<file path="src/rtl/axi_bram2axis.sv">
// Streams BRAM words 0..depth-1 out as AXI4-Stream beats. A credit-gated output
// FIFO absorbs the fixed BRAM read latency so a beat can leave every cycle.
module axi_bram2axis #(
  parameter int AXI_DATA_WIDTH      = 512,
  parameter int AXI_XFER_SIZE_WIDTH = 32,
  parameter int BRAM_ADDR_WIDTH     = 32,
  parameter int BRAM_DATA_WIDTH     = 512,
  parameter int BRAM_DELAY          = 2,
  parameter int FIFO_DEPTH          = BRAM_DELAY + 2
) (
  input  logic                           clk,
  input  logic                           rst,
  input  logic                           i_bs2a_start,
  output logic                           o_bs2a_done,
  input  logic [AXI_XFER_SIZE_WIDTH-1:0] i_bs2a_data_size_bytes,
  output logic                           o_bs2a_rden,
  output logic [BRAM_ADDR_WIDTH-1:0]     o_bs2a_rdaddr,
  input  logic [BRAM_DATA_WIDTH-1:0]     i_bs2a_rddata,
  output logic                           m_axis_tvalid,
  input  logic                           m_axis_tready,
  output logic [AXI_DATA_WIDTH-1:0]      m_axis_tdata,
  output logic                           m_axis_tlast
);
  localparam int CW = BRAM_ADDR_WIDTH + 1;
  localparam int SW = AXI_XFER_SIZE_WIDTH + 3;
  localparam int WW = (SW > CW) ? SW : CW;
  localparam int PW = (FIFO_DEPTH > 1) ? $clog2(FIFO_DEPTH) : 1;
  localparam int FW = $clog2(FIFO_DEPTH + 1);

  typedef enum logic {IDLE, BUSY} state_t;

  state_t                    state_q, state_d;
  logic [CW-1:0]             depth_q, depth_d;
  logic [CW-1:0]             rd_cnt_q, rd_cnt_d;
  logic [CW-1:0]             tx_cnt_q, tx_cnt_d;
  logic [BRAM_DELAY-1:0]     vld_q, vld_d;
  logic [PW-1:0]             wr_ptr_q, wr_ptr_d, rd_ptr_q, rd_ptr_d;
  logic [FW-1:0]             cnt_q, cnt_d;
  logic [AXI_DATA_WIDTH-1:0] mem_q [FIFO_DEPTH];
  logic                      push, pop, credit;

  function automatic logic [PW-1:0] nxt(input logic [PW-1:0] p);
    return (p == PW'(FIFO_DEPTH - 1)) ? '0 : p + PW'(1);
  endfunction

  // Credit counts in-flight reads as already occupying FIFO slots, so no read
  // is issued unless its data is guaranteed a place to land.
  assign credit        = (32'(cnt_q) + 32'($countones(vld_q))) < 32'(FIFO_DEPTH);
  assign o_bs2a_rden   = (state_q == BUSY) && (rd_cnt_q < depth_q) && credit;
  assign o_bs2a_rdaddr = rd_cnt_q[BRAM_ADDR_WIDTH-1:0];
  assign o_bs2a_done   = (state_q == IDLE);
  assign push          = vld_q[BRAM_DELAY-1];
  assign m_axis_tvalid = (cnt_q != '0);
  assign m_axis_tdata  = mem_q[rd_ptr_q];
  assign m_axis_tlast  = m_axis_tvalid && (tx_cnt_q == depth_q - CW'(1));
  assign pop           = m_axis_tvalid && m_axis_tready;

  always_comb begin
    state_d  = state_q;
    depth_d  = depth_q;
    rd_cnt_d = rd_cnt_q;
    tx_cnt_d = tx_cnt_q;
    vld_d    = BRAM_DELAY'({vld_q, o_bs2a_rden});
    wr_ptr_d = push ? nxt(wr_ptr_q) : wr_ptr_q;
    rd_ptr_d = pop ? nxt(rd_ptr_q) : rd_ptr_q;
    cnt_d    = cnt_q;
    if (push && !pop) cnt_d = cnt_q + FW'(1);
    if (!push && pop) cnt_d = cnt_q - FW'(1);
    unique case (state_q)
      IDLE: if (i_bs2a_start) begin
        state_d  = BUSY;
        depth_d  = CW'(WW'({i_bs2a_data_size_bytes, 3'b000}) / WW'(BRAM_DATA_WIDTH));
        rd_cnt_d = '0;
        tx_cnt_d = '0;
      end
      BUSY: begin
        if (o_bs2a_rden) rd_cnt_d = rd_cnt_q + CW'(1);
        if (pop)         tx_cnt_d = tx_cnt_q + CW'(1);
        if (tx_cnt_q == depth_q) state_d = IDLE;
      end
      default: state_d = IDLE;
    endcase
  end

  always_ff @(posedge clk) begin
    if (rst) begin
      state_q  <= IDLE;
      depth_q  <= '0;
      rd_cnt_q <= '0;
      tx_cnt_q <= '0;
      vld_q    <= '0;
      wr_ptr_q <= '0;
      rd_ptr_q <= '0;
      cnt_q    <= '0;
    end else begin
      state_q  <= state_d;
      depth_q  <= depth_d;
      rd_cnt_q <= rd_cnt_d;
      tx_cnt_q <= tx_cnt_d;
      vld_q    <= vld_d;
      wr_ptr_q <= wr_ptr_d;
      rd_ptr_q <= rd_ptr_d;
      cnt_q    <= cnt_d;
    end
  end

  always_ff @(posedge clk) begin
    if (!rst && push) mem_q[wr_ptr_q] <= i_bs2a_rddata;
  end

  always_ff @(posedge clk) begin
    if (!rst && push && !pop) assert (cnt_q != FW'(FIFO_DEPTH));
  end
endmodule

</file>
<file path="config.mk">
export PLATFORM = sky130hd
export DESIGN_NAME = axi_bram2axis
export DESIGN_NICKNAME = d
export VERILOG_FILES = /design/src/rtl/axi_bram2axis.sv
export SDC_FILE = /design/constraint.sdc
export NUM_CORES = 2
export LEC_CHECK = 0
export ABC_AREA = 1
export CAP_MARGIN = 40
export CORE_ASPECT_RATIO = 0.6
export CORE_MARGIN = 3
export CORE_UTILIZATION = 26
export CTS_BUF_LIST = sky130_fd_sc_hd__clkbuf_8
export DETAILED_ROUTE_END_ITERATION = 6
export GPL_TIMING_DRIVEN = 0
export MAX_ROUTING_LAYER = met4
export PLACE_DENSITY = 0.5
export SETUP_SLACK_MARGIN = 0.02
export SYNTH_ARGS = -nofsm -noshare
export SYNTH_HDL_FRONTEND = slang
export SYNTH_SLANG_ARGS = --single-unit
</file>
<file path="constraint.sdc">
create_clock -name clk -period 23.8 [get_ports clk]
set_clock_uncertainty 0.15 [all_clocks]
set_input_delay 2.38 -clock clk [delete_from_list [all_inputs] [get_ports clk]]
set_output_delay 2.38 -clock clk [all_outputs]
set_load 0.1 [all_outputs]
</file>
==> results.json <==
{
  "outcome": "completed",
  "drt_iter0_markers": 5566,
  "synth_flop_cell": "edfxtp_1",
  "grt_max_degree": 25,
  "synth.cell_area_mm2": 0.0823,
  "synth_edf_count": 2048,
  "setup_viol": 0,
  "clk_path_buf_depth": 4,
  "start_util_pct": 26.2,
  "clock_sinks": 2152,
  "routed_wl_um": 312000,
  "ant_nets": 0,
  "place_hpwl_um": 226000,
  "drive_above_1_share_pct": 15.0,
  "post-route-min-period_ns": 8.39,
  "crit_slowest_cell": "o22ai_1",
  "p_per_area_mw_per_mm2": 88.2,
  "drc": 0,
  "r2r-start": "vld_q[1]$_SDFF_PP0_",
  "port_buffers": 1088,
  "overflow": 0,
  "end_kind": "primary output",
  "synth_common_cells": "edfxtp_1, nor2_1, o21ai_0",
  "syn_avg_cell_area_um2": 13.6,
  "post_cts_buffers": 0,
  "cp_num_buf_inv": 7,
  "crit_path_frequent_cell": "buf_2",
  "synth_top_area_share_pct": 74.7,
  "grt_pass1_wl_um": 438000,
  "cts-resized-gates": 0,
  "worst_skew_pair.late_latency_ns": 0.93,
  "htreeDepth": 5,
  "grtUsageTotal_pct": 19.0,
  "synthesis.instances": 6052,
  "die_x_um": 732,
  "path_cells": "buf_2 > buf_2 > buf_2 > buf_2 > clkbuf_1 > nor2_1 > o22ai_1 > clkdlybuf4s50_1 > buf_8",
  "grt_setup_unrepaired": "false",
  "slew_viol_final": 0,
  "cp_top_family": "buffers and inverters",
  "nets": 8747,
  "fin_crit_sh_pct": 35.3,
  "synth_top_cell_by_area": "edfxtp_1",
  "regArea_mm2": 0.0636,
  "start_kind": "register",
  "reg2reg_to": "mem_q[1][218]$_DFFE_PP_",
  "ios": 1096,
  "ys_types": 47,
  "cts_buffers": 340,
  "ir_drop_mv": 0.0705,
  "hold_end": "vld_q[1]$_SDFF_PP0_",
  "firstDrtPassIters": 5,
  "async_flop_share_pct": 0,
  "vias": 59929,
  "seq_area_frac_synth_pct": 77.2,
  "synth_most_common_cell": "edfxtp_1",
  "worst-setup-path-type": "reg -> out",
  "hold_class": "reg -> reg",
  "postLayoutCoreUtil_pct": 38.5,
  "min_from": "vld_q[0]$_SDFF_PP0_",
  "fillCellCount": 28948,
  "ff2ff_path_depth": 10,
  "rows": 159,
  "clk_pin_slew_worst_paths_ns": 0.07,
  "ys_warn_count": 0,
  "timing_hold_violations_final": 0,
  "wl_per_cell_um": 24.6,
  "globalplace.congestion": 0.862,
  "core_area_mm2": 0.314,
  "rrSetupSlack_ns": 20.12,
  "hold_buffers": 0,
  "whs_path_depth": 2,
  "multi_input_area_mm2": 0.0165,
  "syn_to_final_growth_pct": 47.0,
  "leakage_nw": 41.5,
  "max_freq_mhz": 119,
  "max-cap-violations": 0,
  "grt_pass1_vias": 59310,
  "cts_tree": "done",
  "power_mw": 10.7,
  "critPathMaxFanout": 12,
  "dieHeight_um": 442,
  "worst_slew_pin_slew_ns": 0.868,
  "synthTopCellsByArea": "edfxtp_1, o21ai_0, nor2_1",
  "design.die.area_mm2": 0.324,
  "required_ns": 21.27,
  "routed_via_density": 4.72,
  "max_slew_margin_pct": 42.1,
  "critPathMaxStageDelay_ns": 0.70,
  "antenna_found_initial": 110,
  "syn_nets": 6636,
  "arrival_ns": 5.86,
  "cts_root_buffer": "clkbuf_8",
  "synth-seq-cells": 2152
}
==> worst min-delay path, delay by kind of cell (launching register included) <==
family	cells	cell delay [ns]
buffers and inverters	1	0.05
DFF	1	0.32
and+or+nand+nor	1	0.03
==> cell usage in the layout, fill, tap and decap left out, types with 17 or more instances in the layout <==
| master | count |
|---|---|
| nor3_1 | 24 |
| nand2_1 | 240 |
| clkbuf_8 | 347 |
| nand3_1 | 76 |
| buf_8 | 135 |
| buf_16 | 447 |
| clkinv_1 | 78 |
| buf_2 | 80 |
| nand4_1 | 19 |
| xor2_1 | 35 |
| nor4_1 | 17 |
| diode_2 | 91 |
| buf_6 | 17 |
| clkbuf_1 | 290 |
| o22ai_1 | 512 |
| nor2_1 | 1135 |
| ha_1 | 35 |
| inv_1 | 215 |
| clkdlybuf4s50_1 | 1088 |
| o21ai_0 | 1077 |
| edfxtp_1 | 2048 |
| xnor2_1 | 18 |
| buf_12 | 83 |
| a21oi_1 | 99 |
| dfxtp_1 | 104 |
| clkinv_2 | 35 |
| buf_4 | 34 |
==> registers in the layout, summed over array words and instances, names as in the netlist, named ones only <==
signal	flops
rd_cnt_q	33
vld_q	2
rd_ptr_q	2
wr_ptr_q	2
depth_q	26
state_q	1
mem_q	2048
cnt_q	3
tx_cnt_q	33
==> metal layers <==
metal	up-vias	track usage [%]	wire length (µm)
met5	-	-	0
met4	0	7.62	10800
met3	516	3.49	20900
met2	2425	29.3	148000
met1	30104	24.9	133000
li1	26884	-	-
==> cell families (layout without fill, tap and decap cells) <==
kind of cell    after synthesis  in the layout  synth area share, %
compound gates             1711           1711                 11.3
other cells                   0             91                    0
fa+ha+maj                    36             36                0.556
xor+xnor                     54             54                0.591
buf+inv                     538           2895                 2.74
flops                      2152           2152                 77.2
simple gates               1561           1561                 7.62
==> power by group <==
part	leakage [nW]	internal [mW]	switching (mW)
sequential	19.3	4.17	0.00972
clock	3.49	1.47	1.50
combinational	18.7	1.32	2.20
total	41.5	6.95	3.72
==> how the worst max path moves through the flow <==
stage / start / endpoint / slack, ns / cells past startpoint
2_1_floorplan: rst / mem_q[0][0]$_DFFE_PP_ / -1.96 / 5
3_3_place_gp: rst / mem_q[3][77]$_DFFE_PP_ / -24.54 / 5
3_5_place_dp: register / m_axis_tdata[344] / 16.21 / 9
4_1_cts: register / m_axis_tdata[344] / 15.07 / 9
5_1_grt: register / m_axis_tdata[343] / 15.10 / 9
6_report: register / m_axis_tdata[344] / 15.41 / 9
==> per-stage QoR <==
step | setup WS, ns | cells | instance area (µm²) | setup TNS, ns | hold WS, ns
after global routing | 15.10 | 12679 | 121000 | 0 | 0.321
after detailed placement | 16.21 | 12007 | 115000 | 0 | 0.284
after floorplan | -1.96 | 6052 | 82300 | -4021.77 | 0.257
after CTS | 15.07 | 12595 | 121000 | 0 | 0.286
after global placement | -24.54 | 11326 | 98400 | - | 0.272
final | 15.41 | 12686 | 121000 | 0 | 0.281
==> final cells by class <==
| type | count | area share, % |
|---|---|---|
| antenna | 91 | 0.188 |
| buffer | 411 | 1.47 |
| clock buffer | 347 | 3.95 |
| clock inverter | 241 | 1.12 |
| inverter | 127 | 0.395 |
| multi-input combinational | 3362 | 13.6 |
| sequential | 2152 | 52.5 |
| tap | 4186 | 4.33 |
| timing repair buffer | 1769 | 22.4 |
(Power assumes the default switching activity.)
